<file path="src/rtl/score_bcd_conv.sv">
// score_bcd_conv
//   Iterative binary-to-BCD converter (shift-add-3 / double dabble) feeding
//   the per-digit seven-segment decoders. One bit is consumed per clock, so
//   a conversion takes BIN_W SHIFT cycles plus one DONE cycle. Leading zero
//   digits can be replaced by 4'hF, which the decoders render as blank.
//
// Ports
//   iCLK    system clock, rising edge
//   iRST_N  asynchronous active-low reset
//   iSTART  conversion request, honoured only in IDLE
//   iBIN    unsigned binary value, captured when iSTART is accepted
//   oBUSY   high while converting (SHIFT or DONE)
//   oDONE   one-cycle pulse when oBCD/oOVF update
//   oBCD    digit k at [4k+3:4k], digit 0 least significant
//   oOVF    last value did not fit in DIGITS digits (oBCD then all 9s)
module score_bcd_conv #(
    parameter int BIN_W    = 16,
    parameter int DIGITS   = 5,
    parameter int BLANK_LZ = 1
) (
    input  logic                  iCLK,
    input  logic                  iRST_N,
    input  logic                  iSTART,
    input  logic [BIN_W-1:0]      iBIN,
    output logic                  oBUSY,
    output logic                  oDONE,
    output logic [4*DIGITS-1:0]   oBCD,
    output logic                  oOVF
);

    localparam int CNT_W = $clog2(BIN_W + 1);

    localparam logic [1:0] IDLE  = 2'd0;
    localparam logic [1:0] SHIFT = 2'd1;
    localparam logic [1:0] DONE  = 2'd2;

    // Converted form of zero: digit 0 shows 0, the rest blank if enabled.
    function automatic logic [4*DIGITS-1:0] zeroDisplay();
        logic [4*DIGITS-1:0] r;
        r = '0;
        for (int unsigned k = 1; k < DIGITS; k++) begin
            if (BLANK_LZ != 0) r[4*k +: 4] = 4'hF;
        end
        return r;
    endfunction

    localparam logic [4*DIGITS-1:0] RESET_BCD = zeroDisplay();

    logic [1:0]          state;
    logic [BIN_W-1:0]    binReg;
    logic [4*DIGITS-1:0] scratch;
    logic [CNT_W-1:0]    cnt;
    logic                ovfSticky;

    logic [4*DIGITS-1:0] adjusted;
    logic [4*DIGITS-1:0] nextScratch;
    logic                topOut;
    logic [4*DIGITS-1:0] finalBcd;
    logic                leading;

    // Add-3 correction on every digit, then one-bit shift of {scratch, bin}.
    always_comb begin
        adjusted = scratch;
        for (int unsigned k = 0; k < DIGITS; k++) begin
            if (scratch[4*k +: 4] >= 4'd5)
                adjusted[4*k +: 4] = scratch[4*k +: 4] + 4'd3;
        end
        {topOut, nextScratch} = {adjusted, binReg[BIN_W-1]};
    end

    // Result formatting: saturate to all 9s on overflow, otherwise blank
    // zeros from the top until the first non-zero digit (digit 0 never).
    always_comb begin
        finalBcd = scratch;
        leading  = 1'b1;
        if (ovfSticky) begin
            for (int unsigned k = 0; k < DIGITS; k++)
                finalBcd[4*k +: 4] = 4'd9;
        end else begin
            for (int unsigned k = DIGITS - 1; k >= 1; k--) begin
                if (leading && (scratch[4*k +: 4] == 4'd0)) begin
                    if (BLANK_LZ != 0) finalBcd[4*k +: 4] = 4'hF;
                end else begin
                    leading = 1'b0;
                end
            end
        end
    end

    always_ff @(posedge iCLK or negedge iRST_N) begin
        if (!iRST_N) begin
            state     <= IDLE;
            binReg    <= '0;
            scratch   <= '0;
            cnt       <= '0;
            ovfSticky <= 1'b0;
            oDONE     <= 1'b0;
            oOVF      <= 1'b0;
            oBCD      <= RESET_BCD;
        end else begin
            oDONE <= 1'b0;
            case (state)
                IDLE: begin
                    if (iSTART) begin
                        binReg    <= iBIN;
                        scratch   <= '0;
                        ovfSticky <= 1'b0;
                        cnt       <= CNT_W'(BIN_W);
                        state     <= SHIFT;
                    end
                end
                SHIFT: begin
                    scratch   <= nextScratch;
                    binReg    <= binReg << 1;
                    ovfSticky <= ovfSticky | topOut;
                    cnt       <= cnt - CNT_W'(1);
                    if (cnt == CNT_W'(1)) state <= DONE;
                end
                DONE: begin
                    oBCD  <= finalBcd;
                    oOVF  <= ovfSticky;
                    oDONE <= 1'b1;
                    state <= IDLE;
                end
                default: state <= IDLE;
            endcase
        end
    end

    assign oBUSY = (state == SHIFT) || (state == DONE);

endmodule

</file>
<file path="config.mk">
export PLATFORM = sky130hd
export DESIGN_NAME = score_bcd_conv
export DESIGN_NICKNAME = d
export VERILOG_FILES = /design/src/rtl/score_bcd_conv.sv
export SDC_FILE = /design/constraint.sdc
export NUM_CORES = 1
export LEC_CHECK = 0
export CAP_MARGIN = 20
export CORE_MARGIN = 5
export CORE_UTILIZATION = 50
export CTS_CLUSTER_SIZE = 24
export DETAILED_ROUTE_END_ITERATION = 16
export GPL_ROUTABILITY_DRIVEN = 0
export GPL_TIMING_DRIVEN = 0
export HOLD_SLACK_MARGIN = 0.02
export PLACE_DENSITY = 0.85
export SKIP_CTS_REPAIR_TIMING = 1
export SYNTH_ARGS = -nofsm -noshare
export SYNTH_HDL_FRONTEND = slang
export SYNTH_SLANG_ARGS = --single-unit
</file>
<file path="constraint.sdc">
create_clock -name iCLK -period 1.7 [get_ports iCLK]
set_clock_uncertainty 0.1 [all_clocks]
set_input_delay 0.34 -clock iCLK [delete_from_list [all_inputs] [get_ports iCLK]]
set_output_delay 0.34 -clock iCLK [all_outputs]
set_load 0.005 [all_outputs]
</file>
Yosys cells after proc, flatten, opt, wreduce, memory -nomap -nowiden
Index checks and enable logic that the tools add are counted.

cells by class
  add/sub/neg operators = 6
  $lt $le $gt $ge = 5
  equal/unequal tests = 5
  muxes and demuxes = 29
  bitwise logic cells = 1
  reduce and logical (&&, ||, !) cells = 12

operators with widths
  kind                                                                    count
  4-bit 2-to-1 mux                                                        10
  20-bit one-hot mux with 2 select lines                                  1
  16-bit 2-to-1 mux                                                       2
  16-bit one-hot mux with 2 select lines                                  1
  4-bit by 2-bit adder with 4-bit output (second input constant)          5
  4-bit by 3-bit >= comparator with 1-bit output (second input constant)  5
  20-bit 2-to-1 mux                                                       1
  4-bit zero test                                                         4
  5-bit one-hot mux with 2 select lines                                   1
  1-bit 2-to-1 mux                                                        8
  5-bit by 1-bit == test with 1-bit output (second input constant)        1
  5-bit 2-to-1 mux                                                        1
  5-bit by 1-bit subtractor with 5-bit output (second input constant)     1
  2-bit 2-to-1 mux                                                        2
  2-bit inequality test (second input constant)                           2
  2-bit one-hot mux with 2 select lines                                   1
  2-bit AND reduction                                                     2
  1-bit logical AND                                                       3
  2-bit by 1-bit == test with 1-bit output (second input constant)        1
  2-bit == test (second input constant)                                   1
  2-bit zero test                                                         1
  1-bit one-hot mux with 2 select lines                                   1
  2-bit nonzero test                                                      1
  1-bit logical OR                                                        1
  1-bit OR                                                                1

word-level totals
  flip-flop bits (word level) = 66
  input bits = 19
  output and inout bits = 23
  logic and storage cells = 66

Logic depth before layout (Yosys ltp)
Gate-level depths: netlist (run 1).

  depth after elaboration = 12
  depth in mapped cells = 8
  depth with buffers taken out = 6

Least setup slack after synthesis (run 1)
OpenSTA, ideal clock, no wires.

  kind = register -> register
  from = register state[0]
  to = register cnt[0]
  library setup time = 83 ps
  arrival = 1559 ps
  required time = 1517 ps
  path slack = -42 ps
  cell stages (with the launch flop) = 8
  path buffers = 2
  clock period less this slack = 1742 ps
  cell sequence = dfrtp_1 -> inv_1 -> ha_1 -> mux2i_1 -> buf_6 -> buf_4 -> nand2_1 -> o21ai_0

on the way
  word-level cells in the longest chain between the ends = 3
  elaborated cells on any way between the ends = 6
  those cells by class = eq/ne (2); mux (1); reduce/logical (3)

ends and longest elaborated chain
  element                                                                              line  RTL
  start: declaration                                                                   49    logic [1:0] state;
  start signal: assignment                                                             92    state <= IDLE;
  start signal: assignment                                                             109   state <= SHIFT;
  start signal: assignment                                                             117   if (cnt == CNT_W'(1)) state <= DONE;
  2-bit by 1-bit == test with 1-bit output / 2-bit zero test (equally long branches)   102   case (state)
  2-bit nonzero test (no source line) / 2-bit inequality test (equally long branches)  n/a
  2-bit AND reduction (no source line)                                                 n/a
  end signal: assignment                                                               108   cnt <= CNT_W'(BIN_W);
  end signal: assignment                                                               116   cnt <= cnt - CNT_W'(1);
  end: declaration                                                                     52    logic [CNT_W-1:0] cnt;

Several ways; a longest one is shown, not always the timed one.
A chain may end at the register's enable or synchronous reset.

Worst setup path in the final report (run 1)
  from = register state[0]
  to = register scratch[3]

on the way
  word-level cells in the longest chain between the ends = 3
  elaborated cells on any way between the ends = 6
  those cells by class = eq/ne (2); mux (1); reduce/logical (3)

ends and longest elaborated chain
  element                                                                              line  RTL
  2-bit by 1-bit == test with 1-bit output / 2-bit zero test (equally long branches)   102
  2-bit nonzero test (no source line) / 2-bit inequality test (equally long branches)  n/a
  2-bit AND reduction (no source line)                                                 n/a
  end signal: assignment                                                               113   scratch <= nextScratch;
  end: declaration                                                                     51    logic [4*DIGITS-1:0] scratch;

Several ways; a longest one is shown, not always the timed one.

==> results of run 1 <==
power breakdown:
part	internal [uW]	leakage, uW	switching (uW)	total [uW]
combinational	2720	0.00124	2610	5330
sequential	2390	0.000802	593	2990
clock	728	0.000106	581	1310
total	5840	0.00214	3780	9620
metrics by stage:
stage	utilization, %	hold WS, ps	setup WS (ps)	setup TNS, ps	total power, uW
4_1_cts	62.8	19.5	-379	-12800	8190
6_report	71.8	-9.04	-125	-1250	9620
2_1_floorplan	-	-55.6	11.1	0	5550
3_3_place_gp	59.7	363	-1940	-123500	6670
3_5_place_dp	59.7	367	-248	-9270	6870
5_1_grt	71.8	53.2	-181	-4460	10300
area by class of cell:
cell class | count | area share (%)
sequential | 66 | 36.3
inverter | 17 | 1.38
tap | 77 | 2.09
timing repair buffer | 68 | 14.9
multi-input combinational | 207 | 38.4
buffer | 12 | 2.50
clock inverter | 1 | 0.109
clock buffer | 15 | 4.26
worst register-to-register path: cells and delay by family (launching register included):
| family | cells | cell delay [ps] |
|---|---|---|
| flops | 1 | 390 |
| compound gates | 1 | 240 |
| buf+inv | 4 | 510 |
| fa+ha+maj | 1 | 160 |
| simple gates | 2 | 310 |
how the worst max path moves through the flow:
stage | end
after floorplan | cnt[0]
after global placement | scratch[9]
after detailed placement | scratch[8]
after CTS | oBUSY
after global routing | scratch[3]
final | scratch[3]
cell families after synthesis:
group	synth area share [%]
flops	50.3
mux	8.24
buf+inv	4.63
simple gates	11.0
compound gates	15.7
xor+xnor	2.63
fa+ha+maj	7.53
per-layer routing:
metal	global-route usage [%]	share of wire, %	up-vias
met1	21.6	42	1294
met3	5.04	5.3	26
met4	6.03	3.1	0
met5	0	0	-
li1	-	-	1240
met2	28.2	50	94
cells in the final DEF, fill, tap and decap left out, drive strengths merged, types with 2 or more instances in the layout:
master          n
xor2            4
a31oi           2
ha             20
a221o           2
mux2            8
a22o            3
a21oi          13
nand2b          6
o22ai           9
inv            17
clkbuf         20
o32a            4
mux2i          18
nor3b           3
dfrtp          50
nand2          29
nor2           21
o31ai           9
dlymetal6s2s   18
buf            35
clkdlybuf4s50  22
o2bb2ai         3
o21ai          25
xnor2           6
nor2b           2
dfstp          16
nor3            3
nand3b          3
a32o            5
registers in the layout, indices dropped and copies added (netlist names):
| signal | cells |
|---|---|
| oOVF | 1 |
| scratch | 20 |
| oDONE | 1 |
| cnt | 5 |
| state | 2 |
| binReg | 16 |
| oBCD | 20 |
| ovfSticky | 1 |
==> results.json, run 1 <==
{
  "critPathTopFamily": "buffers and inverters",
  "totalWireLength_um": 8090,
  "core-area_um2": 6420,
  "first_iter_violations": 170,
  "yosys_warnings": 0,
  "dieArea_um2": 8380,
  "yosysSeqAreaShare_pct": 50.3,
  "cp_cell_sequence": "buf_6 > ha_4 > buf_8 > and3b_2 > buf_6 > nor2_4 > buf_4 > a32o_1",
  "area_delta_synth_final_pct": 38.6,
  "grt_max_degree": 67,
  "synth_flop_cell": "dfrtp_1",
  "antenna_cells": 0,
  "yosys.area.top_type": "dfrtp_1",
  "cp_slowest_cell": "dfrtp_1",
  "fillers": 455,
  "synth_nets": 342,
  "dpl-instance-area_um2": 3830,
  "path_common_cell": "buf_6",
  "drv_slew": 0,
  "port_buffers": 41,
  "drive_gt1_share_pct": 34.2,
  "clk_latency_ps": 350,
  "fin_area_um2": 4610,
  "place_inst": 421,
  "max-vdd-ir-drop_mv": 1.15,
  "hold_viol": 9,
  "synth-edff-count": 0,
  "synth_area_leaders": "dfrtp_1 (38%), dfstp_2 (13%), ha_1 (7.5%)",
  "drt-pass1-iter-count": 4,
  "power_leakage_uw": 0.00214,
  "fp.dieW_um": 91.5,
  "synth_common_cells": "dfrtp_1 (50), nand2_1 (29), o21ai_0 (25)",
  "worst_slack_ps": -125,
  "violations": "hold timing, setup timing",
  "grt_usage_pct": 17.2,
  "vias": 2654,
  "synth_cells": 303,
  "critPathCaptureType": "flop",
  "critPathRequiredTime_ps": 1840,
  "worstSetupPathType": "reg2reg",
  "dieHeight_um": 91.5,
  "numCtsBuffers": 9,
  "clockBufferDepth": 2,
  "syn_area_um2": 3320,
  "max_cap_viol_count": 0,
  "cts_sinks": 66,
  "clockRootBuffer": "clkbuf_8",
  "startpoint": "state[0]",
  "worst-path-buf-inv": 4,
  "finalCriticalPeriod_ps": 1820,
  "io_pins": 42,
  "timing.hold.ws_ps": -9.04,
  "cts_tree": "yes",
  "synth-async-reset-ratio_pct": 100,
  "ant_nets": 0,
  "grt_pass1_vias": 2446,
  "wire_per_inst_um": 17.5,
  "cts_max_level": 3,
  "clk_pin_slew_worst_paths_ps": 70,
  "ys_types": 43,
  "avgSynthCellArea_um2": 11.0,
  "regToRegEndpoint": "scratch[3]",
  "num_rows": 29,
  "grt_pass1_wl_um": 11600,
  "synth_top_cell_area_share_pct": 37.6,
  "yosys.cell_count.top_type": "dfrtp_1",
  "antenna_found_initial": 0,
  "grt.overflow.total": 0,
  "multi_input_area_um2": 1770,
  "layout_worst_path_cycle_share_pct": 107,
  "ys_ff_latch": 66,
  "arrival_ps": 1960,
  "p_per_area_nw_per_um2": 2090,
  "reg2reg_depth": 8,
  "dp_hpwl_um": 4770,
  "maxSlewHeadroom_pct": 44.6,
  "regToRegSetupSlack_ps": -120,
  "cp.depth": 8,
  "status": "finished with violations",
  "nets": 420,
  "vias_per_cell": 5.73,
  "r2r_start": "state[0]",
  "min-delay-path-class": "in2async",
  "fmax_mhz": 548,
  "final-instance-count-excl-fill": 463,
  "start_kind": "flop",
  "worstPathMaxFanout": 7,
  "initial_core_util_pct": 51.8,
  "rsz0062_at_grt": "yes",
  "cpPeakStageDelay_ps": 390,
  "seqCellArea_um2": 1670,
  "setup_violations": 24,
  "worst_pin_slew_ps": 831,
  "drcViolationCount": 0
}
(Power assumes the default switching activity.)
==> run 2: changes to the inputs <==
ABC_CLOCK_PERIOD_IN_PS = 1700   (was default)
CORE_MARGIN = 2   (was 5)
SLEW_MARGIN = 15   (was default)
==> run 2 against run 1 <==
Compared with the run above:
- the run ends with setup timing left
- setup slack got worse by 38 ps
- sequential cell count did not move
- sequential share of layout area fell by 1.0 points
- largest cell class unchanged
==> results.json, run 2 (synthesized netlist as in run 1, its figures left out) <==
{
  "r2r_start": "state[1]",
  "power_leakage_uw": 0.00220,
  "top_regs": "oBCD (20), scratch (20), binReg (16)",
  "highest_layer": "met4",
  "port_buffers": 41,
  "num_rows": 29,
  "wl_met1_um": 3280,
  "crit_end": "scratch[3]",
  "max-vdd-ir-drop_mv": 1.24,
  "min-delay-path-class": "in2async",
  "startpoint": "state[1]",
  "reg2reg_depth": 8,
  "clk_pin_slew_worst_paths_ps": 80,
  "status": "finished with violations",
  "vias": 2720,
  "cp_slowest_cell": "dfrtp_1",
  "dp_hpwl_um": 4900,
  "drt-pass1-iter-count": 4,
  "violations": "setup timing",
  "grt_usage_pct": 20.6,
  "cts_sinks": 66,
  "grt.overflow.total": 0,
  "rsz0062_at_grt": "yes",
  "finalCriticalPeriod_ps": 1860,
  "cp_cell_sequence": "inv_2 > ha_4 > buf_8 > and3b_1 > buf_6 > nor2_4 > buf_4 > a32o_1",
  "wl_met2_um": 4450,
  "cts_tree": "yes",
  "dieHeight_um": 85.5,
  "worst_pin_slew_ps": 513,
  "p_per_area_nw_per_um2": 2130,
  "dieArea_um2": 7320,
  "final_common_cell": "dfrtp_1",
  "nets": 428,
  "antenna_found_initial": 0,
  "area_delta_synth_final_pct": 42.9,
  "critPathRequiredTime_ps": 1890,
  "fmax_mhz": 537,
  "fp.dieW_um": 85.5,
  "final-instance-count-excl-fill": 471,
  "grt_pass1_vias": 2540,
  "max_cap_viol_count": 0,
  "clockBufferDepth": 2,
  "mostFrequentLayoutCells": "dfrtp_1 (46), buf_4 (30), clkdlybuf4s50_1 (23), nand2_2 (18)",
  "setup_violations": 25,
  "cpPeakStageDelay_ps": 390,
  "hold_viol": 0,
  "critPathCaptureType": "flop",
  "arrival_ps": 2060,
  "fillers": 409,
  "layout_worst_path_cycle_share_pct": 110,
  "maxSlewHeadroom_pct": 65.8,
  "start_kind": "flop",
  "clockRootBuffer": "clkbuf_8",
  "drive_gt1_share_pct": 40.4,
  "wire_per_inst_um": 18.1,
  "regToRegSetupSlack_ps": -160,
  "wl_met3_um": 519,
  "first_iter_violations": 137,
  "dp_slack_ps": -310,
  "worst_slack_ps": -163,
  "drv_slew": 0,
  "initial_core_util_pct": 52.1,
  "regToRegEndpoint": "scratch[3]",
  "place_inst": 422,
  "clk_latency_ps": 350,
  "totalWireLength_um": 8530,
  "numCtsBuffers": 9,
  "worstPathMaxFanout": 9,
  "cts_max_level": 3,
  "io_pins": 42,
  "antenna_cells": 0,
  "grt_pass1_wl_um": 11900,
  "grt_max_degree": 55,
  "ant_nets": 0,
  "drcViolationCount": 0,
  "core-area_um2": 6390,
  "vias_per_cell": 5.77,
  "worstSetupPathType": "reg2reg"
}
## run 2: layout make-up
type                       count  area (um^2)  share of cell area [%]
multi-input combinational    206         1780                    37.5
sequential                    66         1680                    35.3
timing repair buffer          77          793                    16.7
clock buffer                  14          173                    3.63
buffer                        12          129                    2.71
tap                           77         96.3                    2.03
inverter                      17         66.3                    1.40
clock inverter                 2         35.0                   0.737
## run 2: worst min path at each step
stage / start / to / slack [ps]
after floorplan: iRST_N / binReg[0] / -60
after global placement: binReg[14] / binReg[14] / 360
after detailed placement: iRST_N / binReg[7] / 110
after CTS: iRST_N / binReg[7] / -270
after global routing: iRST_N / binReg[6] / 290
final: iRST_N / binReg[6] / 260
## run 2: power breakdown
group          internal [uW]  switching (uW)  leakage, uW
clock                    798             624     0.000107
sequential              2400             664     0.000799
combinational           2920            2740      0.00130
total                   6120            4020      0.00220
## run 2: routing by layer
layer / up-vias / track usage (%)
li1: 1246 / -
met1: 1352 / 25.6
met2: 94 / 35.5
met3: 28 / 3.66
met4: 0 / 8.80
met5: - / 0
## run 2: critical path, delay by kind of cell, from the launching register on
kind	cells	cell delay [ps]
DFF	1	390
adders and majority gates	1	160
and+or+nand+nor	2	420
AOI/OAI and AO/OA	1	180
buffers and inverters	4	560
## run 2: stage by stage
stage	utilization [%]	cell area (um^2)	total power, uW	hold slack [ps]	TNS (ps)
2_1_floorplan	-	3330	5550	-55.6	0
3_3_place_gp	60.1	3830	6660	362	-121820
3_5_place_dp	60.4	3860	6900	107	-10060
4_1_cts	63.7	4070	8290	-267	-12730
5_1_grt	74.4	4750	10800	292	-4330
6_report	74.4	4750	10100	263	-1500
==> run 3: changes to the inputs <==
CORE_MARGIN = 8   (was 2)
CORE_UTILIZATION = 45   (was 50)
PLACE_DENSITY = 0.79   (was 0.85)
==> run 3 against run 2 <==
Compared with the run above:
- the flow still finishes with violations (setup timing)
- first-iteration DRC count shrank 16%
- sequential share of layout area is essentially flat
- critical path depth is the same
- via count shrank 2.7%
- die area grew 42%
- core utilization shrank 8.8 points
- routed wire length shrank 1.1%
- combinational power grew 1%
- cell area shrank 0.32%
==> results.json, run 3 (synthesized netlist as in run 1, its figures left out) <==
{
  "rsz0062_at_grt": "yes",
  "critPathTopFamily": "buffers and inverters",
  "setup_violations": 29,
  "port_buffers": 41,
  "status": "finished with violations",
  "hold_viol": 0,
  "grt_pass1_vias": 2509,
  "regToRegSetupSlack_ps": -240,
  "grt_usage_pct": 14.7,
  "worstPathMaxFanout": 6,
  "cts_tree": "yes",
  "power_leakage_uw": 0.00218,
  "maxSlewHeadroom_pct": 68.9,
  "drt-pass1-iter-count": 4,
  "drcViolationCount": 0,
  "drive_gt1_share_pct": 36.7,
  "top_regs": "oBCD (20), scratch (20), binReg (16)",
  "numCtsBuffers": 9,
  "cp_slowest_cell": "dfrtp_1",
  "vias_per_cell": 5.41,
  "fp.dieW_um": 102,
  "violations": "setup timing",
  "worst-path-buf-inv": 4,
  "p_per_area_nw_per_um2": 2090,
  "fmax_mhz": 515,
  "reg2reg_depth": 8,
  "worst_pin_slew_ps": 467,
  "clk_pin_slew_worst_paths_ps": 70,
  "first_iter_violations": 115,
  "wire_per_inst_um": 17.3,
  "arrival_ps": 2130,
  "initial_core_util_pct": 46.1,
  "start_kind": "flop",
  "min-delay-path-class": "in2async",
  "clk_latency_ps": 360,
  "io_pins": 42,
  "cpPeakStageDelay_ps": 410,
  "finalCriticalPeriod_ps": 1940,
  "grt.overflow.total": 0,
  "antenna_cells": 0,
  "clockBufferDepth": 2,
  "cp.depth": 8,
  "cts_max_level": 3,
  "vias": 2647,
  "max-vdd-ir-drop_mv": 1.20,
  "worst_slack_ps": -244,
  "area_delta_synth_final_pct": 42.5,
  "grt_max_degree": 35,
  "cp_cell_sequence": "inv_2 > ha_4 > buf_8 > and3b_1 > buf_6 > buf_12 > o31ai_1 > a32o_1",
  "worstSetupPathType": "reg2reg",
  "core-area_um2": 7210,
  "critPathCaptureType": "flop",
  "crit_end": "scratch[7]",
  "regToRegEndpoint": "scratch[7]",
  "drv_slew": 0,
  "cts_sinks": 66,
  "r2r_start": "state[1]",
  "grt_pass1_wl_um": 11900,
  "antenna_found_initial": 0,
  "critPathRequiredTime_ps": 1880,
  "dp_hpwl_um": 5040,
  "startpoint": "state[1]",
  "dp_slack_ps": -289,
  "mostFrequentLayoutCells": "dfrtp_1 (49), clkdlybuf4s50_1 (22)",
  "nets": 424,
  "dieHeight_um": 102,
  "ant_nets": 0,
  "final_common_cell": "dfrtp_1",
  "clockRootBuffer": "clkbuf_8",
  "max_cap_viol_count": 0,
  "dieArea_um2": 10400,
  "layout_worst_path_cycle_share_pct": 114,
  "num_rows": 31,
  "p_total_uw": 9910,
  "totalWireLength_um": 8440
}
==> run 3: power by group <==
| part | internal (uW) | switching, uW | leakage (uW) |
|---|---|---|---|
| registers | 2390 | 620 | 0.000803 |
| logic | 3020 | 2710 | 0.00129 |
| clock network | 563 | 599 | 0.0000872 |
==> run 3: worst reg2reg max path, stage by stage, from the launching register on <==
cell,delay [ps]
dfrtp_1,410
inv_2,130
ha_4,160
buf_8,110
and3b_1,190
buf_6,140
buf_12,130
o31ai_1,290
a32o_1,210
==> run 3: worst min path at each step <==
| stage | start | to | slack [ps] |
|---|---|---|---|
| floorplan | iRST_N | binReg[0] | -60 |
| global placement | binReg[14] | binReg[14] | 360 |
| detailed placement | iRST_N | binReg[9] | 210 |
| CTS | iRST_N | binReg[9] | -170 |
| global route | oBCD[10] | oBCD[10] | 380 |
| finish | iRST_N | binReg[9] | 370 |
==> run 3: layer usage <==
metal,GRT usage [%],up-vias,routed length [um]
met1,17.5,1320,3750
met5,0,-,0
met3,4.22,11,403
met2,24.1,70,4200
met4,6.55,0,87
li1,-,1246,-
==> run 3: stage by stage <==
stage	cells	cell area, um^2	utilization, %	TNS, ps	hold WS [ps]
after floorplan	303	3330	-	0	-55.6
after global routing	489	4740	65.7	-5060	382
after detailed placement	444	3880	53.8	-10010	210
after global placement	443	3860	53.5	-123610	363
after CTS	460	4040	56.1	-13230	-170
final	489	4740	65.7	-2040	365
==> run 3: cell type report <==
| class | count | area, um^2 |
|---|---|---|
| well taps | 99 | 124 |
| flip-flops and latches | 66 | 1670 |
| fillers | 557 | 2480 |
| clock inverters | 3 | 15.0 |
| repair buffers | 73 | 821 |
| multi-input cells | 206 | 1760 |
| plain buffers | 12 | 128 |
| inverters | 17 | 66.3 |
| clock buffers | 13 | 149 |
